`src/rtl/cvbs_pkg.sv`:
```
// Shared codes, state/colour types and the quarter-wave sine table for the
// NTSC-M composite encoder.
package cvbs_pkg;

  localparam logic [11:0] SYNC_CODE  = 12'd0;
  localparam logic [11:0] BLANK_CODE = 12'd1170;
  localparam logic [11:0] BLACK_CODE = 12'd1389;
  localparam logic [11:0] WHITE_CODE = 12'd4095;
  localparam int          BURST_AMP  = 585;
  localparam logic [31:0] PHASE_INC  = 32'd207078536;

  typedef enum logic [2:0] {SYNC, BREEZE, BURST, PORCH, ACTIVE, FRONT} cvbs_state_t;

  typedef struct packed {
    logic        [7:0] y;
    logic signed [8:0] u;
    logic signed [8:0] v;
  } yuv_t;

  // round(2047*sin(k*pi/128)) for k = 0..64
  localparam logic [10:0] QSIN [0:64] = '{
    11'd0,    11'd50,   11'd100,  11'd151,  11'd201,  11'd251,  11'd300,  11'd350,
    11'd399,  11'd449,  11'd497,  11'd546,  11'd594,  11'd642,  11'd690,  11'd737,
    11'd783,  11'd830,  11'd875,  11'd920,  11'd965,  11'd1009, 11'd1052, 11'd1095,
    11'd1137, 11'd1179, 11'd1219, 11'd1259, 11'd1299, 11'd1337, 11'd1375, 11'd1411,
    11'd1447, 11'd1483, 11'd1517, 11'd1550, 11'd1582, 11'd1614, 11'd1644, 11'd1674,
    11'd1702, 11'd1729, 11'd1756, 11'd1781, 11'd1805, 11'd1828, 11'd1850, 11'd1871,
    11'd1891, 11'd1910, 11'd1927, 11'd1944, 11'd1959, 11'd1973, 11'd1986, 11'd1997,
    11'd2008, 11'd2017, 11'd2025, 11'd2032, 11'd2037, 11'd2041, 11'd2045, 11'd2046,
    11'd2047
  };

  // Full-cycle 12-bit signed sine from an 8-bit phase; cos(x) = sin_lut(x + 64).
  function automatic logic signed [11:0] sin_lut(input logic [7:0] idx);
    logic [6:0]  k;
    logic [11:0] mag;
    k   = idx[6] ? (7'd64 - {1'b0, idx[5:0]}) : {1'b0, idx[5:0]};
    mag = {1'b0, QSIN[k]};
    return idx[7] ? -$signed(mag) : $signed(mag);
  endfunction

endpackage

```
`src/rtl/cvbs_line_timer.sv`:
```
// Horizontal/vertical sample counters and the per-sample timing state machine.
// state is the registered decode of the current (h_cnt, v_cnt) position.
module cvbs_line_timer
  import cvbs_pkg::*;
#(
  parameter int LINE_LEN         = 4720,
  parameter int HSYNC_LEN        = 349,
  parameter int BURST_START      = 393,
  parameter int BURST_LEN        = 187,
  parameter int ACTIVE_START     = 700,
  parameter int PIXEL_DIV        = 6,
  parameter int H_PIXELS         = 640,
  parameter int FRAME_LINES      = 262,
  parameter int VSYNC_FIRST      = 3,
  parameter int ACTIVE_FIRST     = 22,
  parameter int BURST_FIRST_LINE = 9
) (
  input  logic        clk,
  input  logic        rst,
  output cvbs_state_t state,
  output logic        pix_slot_start,
  output logic        line_start,
  output logic        frame_start
);

  localparam int HW = $clog2(LINE_LEN);
  localparam int VW = $clog2(FRAME_LINES);
  localparam int PW = (PIXEL_DIV > 1) ? $clog2(PIXEL_DIV) : 1;

  localparam logic [HW-1:0] H_LAST        = HW'(LINE_LEN - 1);
  localparam logic [HW-1:0] H_SYNC_END    = HW'(HSYNC_LEN);
  localparam logic [HW-1:0] H_BROAD_END   = HW'(LINE_LEN - HSYNC_LEN);
  localparam logic [HW-1:0] H_BURST_FIRST = HW'(BURST_START);
  localparam logic [HW-1:0] H_BURST_END   = HW'(BURST_START + BURST_LEN);
  localparam logic [HW-1:0] H_ACT_FIRST   = HW'(ACTIVE_START);
  localparam logic [HW-1:0] H_ACT_END     = HW'(ACTIVE_START + H_PIXELS * PIXEL_DIV);
  localparam logic [VW-1:0] V_LAST        = VW'(FRAME_LINES - 1);
  localparam logic [VW-1:0] V_BROAD_FIRST = VW'(VSYNC_FIRST);
  localparam logic [VW-1:0] V_BROAD_LAST  = VW'(VSYNC_FIRST + 2);
  localparam logic [VW-1:0] V_BURST_FIRST = VW'(BURST_FIRST_LINE);
  localparam logic [VW-1:0] V_ACT_FIRST   = VW'(ACTIVE_FIRST);
  localparam logic [PW-1:0] P_LAST        = PW'(PIXEL_DIV - 1);

  logic [HW-1:0] h_cnt, h_nxt;
  logic [VW-1:0] v_cnt, v_nxt;
  logic [PW-1:0] pix_ph, pix_ph_nxt;
  cvbs_state_t   state_nxt;
  logic          broad;

  always_ff @(posedge clk or negedge rst) begin
    if (!rst) begin
      h_cnt  <= '0;
      v_cnt  <= '0;
      pix_ph <= '0;
      state  <= SYNC;
    end else begin
      h_cnt  <= h_nxt;
      v_cnt  <= v_nxt;
      pix_ph <= pix_ph_nxt;
      state  <= state_nxt;
    end
  end

  always_comb begin
    h_nxt = h_cnt + 1'b1;
    v_nxt = v_cnt;
    if (h_cnt == H_LAST) begin
      h_nxt = '0;
      v_nxt = (v_cnt == V_LAST) ? '0 : v_cnt + 1'b1;
    end
    broad     = (v_nxt >= V_BROAD_FIRST) && (v_nxt <= V_BROAD_LAST);
    state_nxt = FRONT;
    if (broad)                     state_nxt = (h_nxt < H_BROAD_END) ? SYNC : FRONT;
    else if (h_nxt < H_SYNC_END)   state_nxt = SYNC;
    else if (h_nxt < H_BURST_FIRST) state_nxt = BREEZE;
    else if (h_nxt < H_BURST_END)  state_nxt = (v_nxt >= V_BURST_FIRST) ? BURST : BREEZE;
    else if (h_nxt < H_ACT_FIRST)  state_nxt = PORCH;
    else if (h_nxt < H_ACT_END)    state_nxt = (v_nxt >= V_ACT_FIRST) ? ACTIVE : PORCH;
    // pix_ph counts samples within a pixel slot, restarting on entry to ACTIVE
    pix_ph_nxt = '0;
    if (state_nxt == ACTIVE && state == ACTIVE && pix_ph != P_LAST) pix_ph_nxt = pix_ph + 1'b1;
  end

  assign pix_slot_start = (state == ACTIVE) && (pix_ph == '0);
  assign line_start     = (h_cnt == '0);
  assign frame_start    = (h_cnt == '0) && (v_cnt == '0);

endmodule

```
`src/rtl/composite_encoder.sv`:
```
// NTSC-M 240p composite encoder: pixel handshake, RGB->YUV, QAM chroma and
// sync/blank/burst insertion. Colour is enabled by defining CVBS_CHROMA_EN.
module composite_encoder
  import cvbs_pkg::*;
#(
  parameter int LINE_LEN         = 4720,
  parameter int HSYNC_LEN        = 349,
  parameter int BURST_START      = 393,
  parameter int BURST_LEN        = 187,
  parameter int ACTIVE_START     = 700,
  parameter int PIXEL_DIV        = 6,
  parameter int H_PIXELS         = 640,
  parameter int FRAME_LINES      = 262,
  parameter int VSYNC_FIRST      = 3,
  parameter int ACTIVE_FIRST     = 22,
  parameter int BURST_FIRST_LINE = 9
) (
  input  logic        clk,
  input  logic        rst,
  input  logic [23:0] rgb_in,
  input  logic        pix_valid,
  output logic        pix_ready,
  output logic        line_start,
  output logic        frame_start,
  output logic        underflow,
  output logic [11:0] cvbs_out
);

  cvbs_state_t t_state, s1_state, s2_state, s3_state;
  logic        t_slot, t_ls, t_fs;
  logic        s1_ls, s1_fs, s2_ls, s2_fs, s3_ls, s3_fs;
  logic [23:0] pix_q;
  logic [15:0] y_sum, y_acc;
  logic [7:0]  y_c;
  logic [11:0] luma_c, s3_luma, cvbs_nxt;

  cvbs_line_timer #(
    .LINE_LEN(LINE_LEN), .HSYNC_LEN(HSYNC_LEN), .BURST_START(BURST_START),
    .BURST_LEN(BURST_LEN), .ACTIVE_START(ACTIVE_START), .PIXEL_DIV(PIXEL_DIV),
    .H_PIXELS(H_PIXELS), .FRAME_LINES(FRAME_LINES), .VSYNC_FIRST(VSYNC_FIRST),
    .ACTIVE_FIRST(ACTIVE_FIRST), .BURST_FIRST_LINE(BURST_FIRST_LINE)
  ) u_timer (
    .clk(clk), .rst(rst), .state(t_state), .pix_slot_start(t_slot),
    .line_start(t_ls), .frame_start(t_fs)
  );

  // Handshake: pix_ready pulses on the first sample of each pixel slot and is
  // never stalled; a pixel transfers when pix_valid is high in that cycle,
  // otherwise the slot is black and underflow latches.
  assign pix_ready = t_slot;

  assign y_sum  = 16'd77 * {8'd0, pix_q[23:16]} + 16'd150 * {8'd0, pix_q[15:8]}
                + 16'd29 * {8'd0, pix_q[7:0]};
  assign y_c    = 8'(y_acc >> 8);
  assign luma_c = BLACK_CODE + 12'(({12'd0, y_c} * 20'd2717) >> 8);

  always_ff @(posedge clk or negedge rst) begin
    if (!rst) begin
      {s1_state, s2_state, s3_state} <= {FRONT, FRONT, FRONT};
      {s1_ls, s1_fs, s2_ls, s2_fs, s3_ls, s3_fs} <= '0;
      pix_q       <= '0;
      underflow   <= 1'b0;
      y_acc       <= '0;
      s3_luma     <= BLACK_CODE;
      cvbs_out    <= BLANK_CODE;
      line_start  <= 1'b0;
      frame_start <= 1'b0;
    end else begin
      s1_state <= t_state;  s1_ls <= t_ls;  s1_fs <= t_fs;
      s2_state <= s1_state; s2_ls <= s1_ls; s2_fs <= s1_fs;
      s3_state <= s2_state; s3_ls <= s2_ls; s3_fs <= s2_fs;
      if (t_slot) begin
        pix_q <= pix_valid ? rgb_in : 24'd0;
        if (!pix_valid) underflow <= 1'b1;
      end
      y_acc       <= y_sum;
      s3_luma     <= luma_c;
      cvbs_out    <= cvbs_nxt;
      line_start  <= s3_ls;
      frame_start <= s3_fs;
    end
  end

`ifdef CVBS_CHROMA_EN
  logic [31:0]        phase;
  logic signed [17:0] r_s, g_s, b_s, u_sum, v_sum, u_acc, v_acc;
  yuv_t               yuv_c, s3_yuv;
  logic signed [11:0] sin_v, cos_v;
  logic signed [21:0] mix;
  logic signed [22:0] burst_mix;
  logic signed [14:0] total;
  logic [11:0]        burst_code, active_code;

  assign r_s   = $signed({10'd0, pix_q[23:16]});
  assign g_s   = $signed({10'd0, pix_q[15:8]});
  assign b_s   = $signed({10'd0, pix_q[7:0]});
  assign u_sum = 18'sd112 * b_s - 18'sd38 * r_s - 18'sd74 * g_s;
  assign v_sum = 18'sd157 * r_s - 18'sd132 * g_s - 18'sd25 * b_s;

  always_comb begin
    yuv_c.y = y_c;
    yuv_c.u = 9'(u_acc >>> 8);
    yuv_c.v = 9'(v_acc >>> 8);
  end

  always_ff @(posedge clk or negedge rst) begin
    if (!rst) begin
      phase  <= '0;
      u_acc  <= '0;
      v_acc  <= '0;
      s3_yuv <= '0;
    end else begin
      phase  <= phase + PHASE_INC;
      u_acc  <= u_sum;
      v_acc  <= v_sum;
      s3_yuv <= yuv_c;
    end
  end

  assign sin_v      = sin_lut(phase[31:24]);
  assign cos_v      = sin_lut(phase[31:24] + 8'd64);
  assign mix        = 22'(s3_yuv.u) * 22'(sin_v) + 22'(s3_yuv.v) * 22'(cos_v);
  assign burst_mix  = -(23'(sin_v)) * 23'(BURST_AMP);
  assign burst_code = 12'($signed({1'b0, BLANK_CODE}) + 13'(burst_mix >>> 11));
  assign total      = $signed({3'b000, s3_luma}) + 15'(mix >>> 8);

  // Active video is the only path that can leave the DAC range
  always_comb begin
    active_code = total[11:0];
    if (total < 0)                                  active_code = SYNC_CODE;
    else if (total > $signed({3'b000, WHITE_CODE})) active_code = WHITE_CODE;
  end
`else
  logic [11:0] burst_code, active_code;
  assign burst_code  = BLANK_CODE;
  assign active_code = s3_luma;
`endif

  always_comb begin
    cvbs_nxt = BLANK_CODE;
    case (s3_state)
      SYNC:    cvbs_nxt = SYNC_CODE;
      BURST:   cvbs_nxt = burst_code;
      ACTIVE:  cvbs_nxt = active_code;
      default: cvbs_nxt = BLANK_CODE;
    endcase
  end

endmodule

```
`config.mk`:
```
export PLATFORM = sky130hd
export DESIGN_NAME = composite_encoder
export DESIGN_NICKNAME = d
export VERILOG_FILES = /design/src/rtl/cvbs_pkg.sv /design/src/rtl/cvbs_line_timer.sv /design/src/rtl/composite_encoder.sv
export SDC_FILE = /design/constraint.sdc
export NUM_CORES = 1
export LEC_CHECK = 0
export CAP_MARGIN = 20
export CORE_ASPECT_RATIO = 0.75
export CORE_MARGIN = 4
export CORE_UTILIZATION = 40
export CTS_BUF_LIST = sky130_fd_sc_hd__clkbuf_16
export DETAILED_ROUTE_END_ITERATION = 8
export PLACE_DENSITY = 0.55
export SLEW_MARGIN = 10
export SYNTH_ARGS = -nofsm -noshare
export SYNTH_HDL_FRONTEND = slang
export SYNTH_SLANG_ARGS = --single-unit
```
`constraint.sdc`:
```
create_clock -name clk -period 11.93 [get_ports clk]
set_clock_uncertainty 0.1 [all_clocks]
set_input_delay 1.193 -clock clk [delete_from_list [all_inputs] [get_ports clk]]
set_output_delay 1.193 -clock clk [all_outputs]
set_load 0.01 [all_outputs]
```
# Word level (Yosys, flattened, before mapping)
# Index checks and enable logic that the tools add are counted.
op_classes:
  add_sub_neg: 6
  n_mul: 4
  order_cmp: 10
  eq_ne: 6
  n_mux: 15
  bitwise_logic: 1
  reduce_logical: 10
op_table:
  columns: ["cell", "n"]
  rows:
  - ["7-bit by 8-bit multiplier with 15-bit output, first input constant", 2]
  - ["3-bit 2-to-1 mux", 9]
  - ["13-bit by 10-bit < comparator with 1-bit output, second input constant", 2]
  - ["13-bit < comparator, second input constant", 2]
  - ["13-bit by 9-bit < comparator with 1-bit output, second input constant", 2]
  - ["24-bit 2-to-1 mux", 1]
  - ["12-bit case mux with 2 select lines", 1]
  - ["8-bit by 12-bit multiplier with 20-bit output, second input constant", 1]
  - ["9-bit 2-to-1 mux", 2]
  - ["15-bit by 16-bit adder with 16-bit output", 1]
  - ["16-bit by 13-bit adder with 16-bit output", 1]
  - ["13-bit by 1-bit adder with 13-bit output, second input constant", 1]
  - ["13-bit == test, second input constant", 1]
  - ["13-bit logical NOT", 1]
  - ["5-bit by 8-bit multiplier with 13-bit output, first input constant", 1]
  - ["13-bit 2-to-1 mux", 1]
  - ["11-bit by 12-bit adder with 12-bit output, first input constant", 1]
  - ["9-bit by 1-bit adder with 9-bit output, second input constant", 1]
  - ["3-bit == test, second input constant", 3]
  - ["9-bit == test, second input constant", 1]
  - ["9-bit by 2-bit >= comparator with 1-bit output, second input constant", 1]
  - ["9-bit by 4-bit >= comparator with 1-bit output, second input constant", 1]
  - ["9-bit by 5-bit >= comparator with 1-bit output, second input constant", 1]
  - ["9-bit by 3-bit less-or-equal comparator with 1-bit output, second input constant", 1]
  - ["other kinds (8)", 13]
word_totals:
  register_bits: 110
  input_bits: 27
  output_inout_bits: 16

# Logic depth before layout (Yosys ltp)
# Gate-level depths: netlist of run 1.
depth:
  word_depth: 15
  depth_mapped: 25

# Hierarchy
# From an unflattened synthesis of run 1, not the netlist that was laid out.
unflattened:
  hier_cells: 996
  hier_area_um2: 9760.6
modules_own_cells:
  columns: ["mod", "instances", "cells_each", "area_each_um2", "seq_area_each_um2"]
  rows:
  - ["composite_encoder", 1, 748, 7661.1, 1873.0]
  - ["cvbs_line_timer", 1, 248, 2099.5, 700.7]

# Worst setup path before layout of run 1
# No wires, ideal clock.
synth_timing:
  kind: "reg2reg"
  start: "register pix_q[12]"
  end: "register y_acc[15]"
  setup_time_ns: 0.134
  arrival_time_ns: 5.869
  required_ns: 11.696
  path_slack_ns: 5.827
  stages_incl_launch_ff: 22
  path_buffers: 0
  cell_sequence: "dfrtp_1 ha_1 ha_1 inv_1 fa_1 fa_1 inv_1 ha_1 xnor2_1 fa_1 fa_1 inv_1 fa_1 fa_1 inv_1 ha_1 nand3_1 a2111o_1 a311oi_1 o21ai_0 nand2b_1 xnor3_1"
synth_between:
  elab_chain_len: 3
synth_lines:
  columns: ["item", "line", "source"]
  rows:
  - ["start, declared", "composite_encoder.sv:32", "logic [23:0] pix_q;"]
  - ["start signal, assigned", "composite_encoder.sv:73", "pix_q <= pix_valid ? rgb_in : 24'd0;"]
  - ["7-bit by 8-bit multiplier with 15-bit output", "composite_encoder.sv:52", "assign y_sum = 16'd77 * {8'd0, pix_q[23:16]} + 16'd150 * {8'd0, pix_q[15:8]}"]
  - ["15-bit by 16-bit adder with 16-bit output", "composite_encoder.sv:52", null]
  - ["16-bit by 13-bit adder with 16-bit output", "composite_encoder.sv:53", "+ 16'd29 * {8'd0, pix_q[7:0]};"]
  - ["named net y_sum[15]", "composite_encoder.sv:33", "logic [15:0] y_sum, y_acc;"]
  - ["end signal, assigned", "composite_encoder.sv:76", "y_acc <= y_sum;"]
  - ["end, declared", "composite_encoder.sv:33", null]
# The timed path passes the listed nets, and every way through them passes these cells.
# A chain may end at the register's enable or synchronous reset.

# Final worst setup path of run 1
# Same ends and word-level chain as after synthesis.

==> results of run 1 <==
## kinds of logic after synthesis
| logic type | count (synthesis) |
|---|---|
| XOR/XNOR | 43 |
| flip-flops | 102 |
| buffers and inverters | 177 |
| AND/OR/NAND/NOR | 227 |
| adder cells (fa/ha/maj) | 216 |
| AO/OA/AOI/OAI | 142 |
## cell usage in the layout, fill, tap and decap left out, types with 8 or more instances in the layout
cell type,instances
inv_1,160
nor2b_1,8
a21oi_1,27
nor3_1,22
and3_1,13
fa_1,75
xor2_1,11
nor2_1,33
clkbuf_16,9
nand4_1,8
o21ai_0,45
o21a_1,8
ha_1,141
nand2b_1,8
xnor2_1,31
nand3_1,27
dfstp_2,17
clkdlybuf4s50_1,41
dfrtp_1,85
nand2_1,68
## per-stage QoR
| stage | instances | hold WS [ns] | utilization (%) | area (sq um) |
|---|---|---|---|---|
| after CTS | 1244 | 0.252 | 45.4 | 10000 |
| after global routing | 1244 | 0.255 | 45.4 | 10000 |
| after detailed placement | 1228 | 0.235 | 44.1 | 9720 |
| after floorplan | 907 | 0.231 | - | 8980 |
| final | 1244 | 0.249 | 45.4 | 10000 |
| after global placement | 1228 | 0.233 | 44.1 | 9720 |
## worst max-delay path: cells and delay by family, from the launching register on
| kind | cells | cell delay (ns) |
|---|---|---|
| compound gates | 3 | 0.75 |
| flops | 1 | 0.45 |
| fa+ha+maj | 10 | 4.25 |
| simple gates | 2 | 0.18 |
| xor+xnor | 2 | 0.40 |
| buf+inv | 4 | 0.19 |
## power groups by stage
| stage | Sequential (mW) | Combinational, mW | Clock [mW] |
|---|---|---|---|
| 5_1_grt | 0.346 | 0.0214 | 0.321 |
| 6_report | 0.346 | 0.0186 | 0.298 |
| 4_1_cts | 0.346 | 0.0195 | 0.311 |
| 3_3_place_gp | 0.353 | 0.0193 | 0 |
| 3_5_place_dp | 0.353 | 0.0195 | 0 |
| 2_1_floorplan | 0.353 | 0.00231 | 0 |
## cells in the mapped netlist, types with 3 or more instances
master | number | area share [%]
ha_1 | 141 | 20
and2_1 | 4 | 0.28
and3_1 | 13 | 0.91
or3_1 | 3 | 0.21
nand2_1 | 68 | 2.8
nand3b_1 | 4 | 0.33
o31a_1 | 3 | 0.29
inv_1 | 159 | 6.6
nand4_1 | 8 | 0.56
clkbuf_1 | 16 | 0.67
dfrtp_1 | 85 | 24
a31oi_1 | 6 | 0.42
fa_1 | 75 | 17
nor2b_1 | 8 | 0.56
o21a_1 | 8 | 0.67
a21o_1 | 5 | 0.42
o21ai_0 | 45 | 2.5
nor2_1 | 33 | 1.4
nand3_1 | 27 | 1.5
dfstp_2 | 17 | 5.0
o31ai_1 | 6 | 0.50
xnor2_1 | 31 | 3.0
nand2b_1 | 8 | 0.56
or2_2 | 6 | 0.42
nor4_1 | 5 | 0.35
nor3b_1 | 4 | 0.33
a21oi_1 | 27 | 1.5
and4_1 | 3 | 0.29
o211ai_1 | 5 | 0.42
o21bai_1 | 6 | 0.50
o41ai_1 | 4 | 0.39
nor3_1 | 22 | 1.2
or4_1 | 4 | 0.33
xor2_1 | 11 | 1.1
## state kept, by name, summed over array words and instances, names as in the netlist, 3 cells and up
| signal | count |
|---|---|
| u_timer.state | 3 |
| s3_state | 3 |
| u_timer.pix_ph | 3 |
| active_code | 12 |
| u_timer.h_cnt | 13 |
| pix_q | 24 |
| cvbs_out | 12 |
| u_timer.v_cnt | 9 |
| s1_state | 3 |
| s2_state | 3 |
| y_acc | 8 |
## layer usage
layer  global-route usage, %  wire length [um]  up-vias
li1                        -                 -     3126
met1                    24.2              9890     2920
met2                    19.7              6610       81
met3                    2.53               552       11
met4                    2.63               138        0
met5                       0                 0        -
## cell type report
cell class / instances / area share [%]
clock buffers: 9 / 2.25
clock inverters: 7 / 0.675
inverters: 159 / 5.96
multi-input cells: 628 / 57.3
flip-flops and latches: 102 / 25.7
well taps: 294 / 3.68
repair buffers: 45 / 4.40
## worst paths after layout
check,cells after the start,slack (ns),endpoint,startpoint
max in group asynchronous,2,9.78,y_acc[12]$_DFF_PN0_,rst
min,0,0.25,s3_ls$_DFF_PN0_,s2_ls$_DFF_PN0_
min in group asynchronous,1,0.71,cvbs_out[8]$_DFF_PN0_,rst
max,21,5.49,y_acc[15]$_DFF_PN0_,pix_q[12]$_DFFE_PN0P_
max reg2reg,21,5.49,y_acc[15]$_DFF_PN0_,pix_q[12]$_DFFE_PN0P_
min reg2reg,0,0.25,s3_ls$_DFF_PN0_,s2_ls$_DFF_PN0_
==> results.txt, run 1 <==
layout cells sized above 1 = 4.74%
main combinational cell family by area after synthesis = adder cells
post-synthesis simple-gate area fraction = 12.8%
syn nets = 1,150
Fin. Hold Viols = 0
Crit-path slowest cell = fa_1
largest net degree at the start of global routing = 63
Core Region = 22,100 sq um
Die W = 181 um
CP cell instances = ha_1 -> ha_1 -> inv_1 -> fa_1 -> fa_1 -> inv_1 -> ha_1 -> xnor2_1 -> fa_1 -> fa_1 -> inv_1 -> fa_1 -> fa_1 -> inv_1 -> ha_1 -> nand3_1 -> a2111o_1 -> a311oi_1 -> o21ai_0 -> nand2b_1 -> xnor3_1
First DRT Iteration DRCs = 257
Synth async-reset ratio = 100%
Synth Instances = 907
post-layout minimum cycle time = 6.44 ns
status = complete, no violations
Max Clk Rate = 155 MHz
vias in the first global route = 5,874
Reg power frac = 52.2%
Post-Route WL = 17.2 mm
clk_lat worst skew = 0.35 ns
CTS clock-pin slew for the worst setup and hold paths = 0.08 ns
xor and xnor area share after synthesis = 4.35%
row cnt = 47
# resized after CTS = 0
unrepaired setup endpoints after global routing = false
CTS hold repair buffers = 0
Yosys reg bits = 102
Pleak = 4.79 nW
Avg Inst Size Synth = 9.90 sq um
drt first pass iters = 4
antenna cells = 0
WP data arrival = 6.57 ns
DIE HEIGHT = 138 um
area of the die = 24,900 sq um
hpwl dp = 14.2 mm
Final Power = 663 uW
crit path kind = reg -> reg
H-Tree Depth = 3
proportion of synthesized area in mux cells = 0%
Crit path top cell by count = fa_1
P_int = 516 uW
slew of the pin with the lowest slew margin = 0.982 ns
antenna-violating nets left = 0
register area share after synthesis = 28.7%
Synth Area in Compound Gates = 10.3%
Sw Ratio = 22.1%
Post-CTS Setup Repair Bufs = 0
buffers added on ports = 42
Worst Path Max Fanout = 5
Congestion Overflow GR = 0
DRC = 0
final setup violation count = 0
dpl ws = 5.46 ns
Multi-input gate area = 5740 sq um
Gate power share = 2.8%
switching power = 146 uW
CTS buffer count = 9
starting density of the core = 40.7%
initial antenna violation count = 0
Post-synth EDFFs = 0
max-slew violations = 0
fin worst setup slack = 5.49 ns
CTS tree = yes
Storage cell area = 2570 sq um
vias per std cell = 4.93
Startpoint Class = flip-flop
CP max stage delay = 0.56 ns
total negative slack = 0 ns
CTS max path bufs = 2
CTS root buf = clkbuf_16
clock share of power = 45.0%
Total GRT Usage = 14.6%
library cells used by synthesis = 64
synthesized area = 8980 sq um
Final period util = 54.0%
Worst EP required = 12.06 ns
Filler cells = 2,095
Final GP Congestion = 0.838
maxcap violations = 0
routed via count = 6,138
top_reg_cell synth = dfrtp_1
CP Capture Type = flip-flop
first-pass GRT wire length = 29.6 mm
I/O Pins = 43
relative slew slack = 33.9%
Final Net Count = 1,188
worst min-delay path class = reg -> reg
Yosys warning total = 0
Adder-Cell Fraction of Synth Area = 36.4%
Wirelength per Cell = 13.8 um
PwrDens = 66.2 nW/um^2
area delta synth->final = 11.5%
Clock Sinks = 102
Max VDD drop = 0.0593 mV
Note: power is estimated with default switching activity, not from simulation.
==> inputs of run 2 (changes only) <==
--- a/config.mk
+++ b/config.mk
@@ -11,7 +11,7 @@
 export CORE_UTILIZATION = 40
 export CTS_BUF_LIST = sky130_fd_sc_hd__clkbuf_16
 export DETAILED_ROUTE_END_ITERATION = 8
-export PLACE_DENSITY = 0.55
+export PLACE_DENSITY = 0.57
 export SLEW_MARGIN = 10
 export SYNTH_ARGS = -nofsm -noshare
 export SYNTH_HDL_FRONTEND = slang
==> constraint.sdc (replaced) <==
create_clock -name clk -period 5.7 [get_ports clk]
set_clock_uncertainty 0.1 [all_clocks]
set_input_delay 0.57 -clock clk [delete_from_list [all_inputs] [get_ports clk]]
set_output_delay 0.57 -clock clk [all_outputs]
set_load 0.01 [all_outputs]
==> run 2 against run 1 <==
Critical path type unchanged. Die area unchanged. Via count increased by 2.6%. Routed wire length increased by 6.2%. Non-clock buffer count increased by 41. Highest routed layer unchanged. Sequential share of layout area decreased by 1.3 points. Register-to-register slack got worse by 5.7 ns. Clock power increased by 120%. The run now ends with negative setup slack left. Hold slack got worse by 0.17 ns. Worst setup slack got worse by 5.7 ns. Largest power group unchanged.
==> results.txt, run 2 (synthesized netlist as in run 1, its figures left out) <==
Worst EP required = 5.83 ns (-6.23 ns)
CTS clock-pin slew for the worst setup and hold paths = 0.08 ns (about the same)
max-slew violations = 0 (unchanged)
row cnt = 47 (unchanged)
vias in the first global route = 6,098 (+3.8%)
area of the die = 24,900 sq um (unchanged)
Post-Route WL = 18.3 mm (+6.2%)
max FFs per register = 24 (unchanged)
crit path kind = reg -> reg
Clock Sinks = 102 (unchanged)
fin worst setup slack = -0.249 ns (-5.74 ns)
unrepaired setup endpoints after global routing = true
dpl ws = -0.359 ns (-5.82 ns)
Filler cells = 2,084 (-0.53%)
Pleak = 5.00 nW (+4.4%)
Max Clk Rate = 168 MHz (+8.2%)
Placed Cells = 1,265 (+3.0%)
utilization after layout = 47.7% (+2.3 points)
Max VDD drop = 0.110 mV (+86%)
Worst Path Max Fanout = 3 (-2)
Sw Ratio = 23.0% (+0.93 points)
status = finished, violations left
worst min-delay path class = in -> async
CTS buffer count = 9 (unchanged)
Multi-input gate area = 5920 sq um (+3.3%)
Startpoint Class = flip-flop
area delta synth->final = 17.2%
maxcap violations = 0 (unchanged)
First DRT Iteration DRCs = 268 (+4.3%)
Die W = 181 um (unchanged)
CTS max path bufs = 2 (unchanged)
commonest non-fill, non-tap cells in the layout = 151 x inv_1, 134 x ha_1, 85 x dfrtp_1
Final Net Count = 1,229 (+3.5%)
Final Instance Count excl. Fillers = 1,285 (+3.3%)
Reg power frac = 51.2% (-1.0 points)
Final GP Congestion = 0.887 (+5.8%)
initial antenna violation count = 0 (unchanged)
I/O Pins = 43 (unchanged)
antenna-violating nets left = 0 (unchanged)
clk_lat worst skew = 0.36 ns (about the same)
DRC = 0 (unchanged)
violated checks = negative setup slack
Core Region = 22,100 sq um (unchanged)
PwrDens = 134 nW/um^2 (+100%)
post-layout minimum cycle time = 5.95 ns (-0.489 ns)
Gate power share = 2.7% (about the same)
layout cells sized above 1 = 12.5% (+7.8 points)
antenna cells = 0 (unchanged)
buffers added on ports = 42 (unchanged)
Fin. Hold Viols = 0 (unchanged)
commonest non-fill, non-tap cell in the layout = inv_1
DIE HEIGHT = 138 um (unchanged)
slew of the pin with the lowest slew margin = 1.10 ns (+0.122 ns)
Top reg by flops = pix_q
CTS hold repair buffers = 0 (unchanged)
CTS root buf = clkbuf_16
routed via count = 6,295 (+2.6%)
first-pass GRT wire length = 30.3 mm (+2.6%)
clock share of power = 46.1% (+1.1 points)
switching power = 325 uW (+120%)
largest net degree at the start of global routing = 65 (+3.2%)
Final period util = 104% (+50 points)
P_int = 1.09 mW (+110%)
CP Capture Type = flip-flop
WP data arrival = 6.08 ns (-0.49 ns)
hpwl dp = 14.9 mm (+5.3%)
CTS tree = yes
vias per std cell = 4.90 (-0.71%)
H-Tree Depth = 3 (unchanged)
relative slew slack = 25.7% (-8.2 points)
final setup violation count = 5 (+5)
Congestion Overflow GR = 0 (unchanged)
Total GRT Usage = 15.0% (+0.40 points)
Storage cell area = 2570 sq um (unchanged)
drt first pass iters = 4 (unchanged)
Wirelength per Cell = 14.2 um (+2.8%)
biggest regs = pix_q (24), u_timer.h_cnt (13)
starting density of the core = 40.7% (unchanged)
[run 2: through the flow]
step                      TNS, ns  cell area (sq um)  power [mW]  hold WS, ns
final                      -0.738              10500        1.41       0.0754
after global routing        -2.29              10500        1.48        0.119
after CTS                  -0.730              10400        1.44        0.103
after detailed placement    -1.16              10100       0.779        0.235
after global placement     -0.857              10100       0.779        0.234
after floorplan            -0.231               9070       0.743        0.174
[run 2: critical path, cell delays in order, from the launching register on]
cell,delay [ns]
dfrtp_1,0.42
ha_1,0.29
ha_1,0.27
ha_1,0.27
inv_1,0.04
fa_1,0.49
inv_2,0.05
ha_4,0.28
inv_2,0.04
o21bai_1,0.19
a21oi_2,0.10
xnor2_1,0.13
ha_1,0.30
fa_1,0.50
inv_2,0.04
fa_2,0.44
fa_1,0.50
inv_2,0.05
ha_4,0.27
buf_6,0.09
and3_4,0.17
a21oi_2,0.04
buf_4,0.13
a311oi_4,0.29
o21ai_1,0.08
nand2b_1,0.07
xnor3_1,0.20
[run 2: timing repair]
item,in CTS,in global routing
pin swaps,10,14
setup endpoints to repair,6,9
setup buffers,5,1
resized for setup,8,17
[run 2: final cells by class]
type	instances	share of cell area, %
Clock buffer	9	2.14
Clock inverter	7	0.761
Inverter	159	5.67
Multi-Input combinational cell	628	56.3
Sequential cell	102	24.5
Tap cell	294	3.50
Timing Repair Buffer	86	7.15
[run 2: path summary, 6_finish.rpt]
path                                             from                           to  slack, ns  cells past startpoint
worst min-delay path                              rst        cvbs_out[8]$_DFF_PN0_       0.08                      1
max in group asynchronous                         rst  u_timer.pix_ph[0]$_DFF_PN0_       4.22                      2
worst max register to register  pix_q[11]$_DFFE_PN0P_          y_acc[15]$_DFF_PN0_      -0.25                     26
worst min register to register  s2_state[1]$_DFF_PN0_        s3_state[1]$_DFF_PN0_       0.25                      0
worst max-delay path            pix_q[11]$_DFFE_PN0P_          y_acc[15]$_DFF_PN0_      -0.25                     26
min in group clk                s2_state[1]$_DFF_PN0_        s3_state[1]$_DFF_PN0_       0.25                      0
[run 2: metal layers]
metal	routed length, um	vias up	global-route usage [%]
met5	0	-	0
met4	146	0	2.63
met3	660	11	3.06
met2	7320	70	21.2
met1	10100	3004	23.7
li1	-	3210	-
[run 2: power by group through the flow]
stage / logic [mW] / registers [mW] / clock network [mW]
after CTS: 0.0409 / 0.724 / 0.674
final: 0.0388 / 0.724 / 0.652
after floorplan: 0.00483 / 0.738 / 0
after global routing: 0.0445 / 0.724 / 0.708
after global placement: 0.0408 / 0.738 / 0
after detailed placement: 0.0409 / 0.738 / 0
==> inputs of run 3 (changes only) <==
--- a/config.mk
+++ b/config.mk
@@ -10,6 +10,7 @@
 export CORE_MARGIN = 4
 export CORE_UTILIZATION = 40
 export CTS_BUF_LIST = sky130_fd_sc_hd__clkbuf_16
+export CTS_CLUSTER_SIZE = 28
 export DETAILED_ROUTE_END_ITERATION = 8
 export PLACE_DENSITY = 0.57
 export SLEW_MARGIN = 10
==> results of run 3 <==
The final DEF is identical to that of run 2; final timing and power are the same.
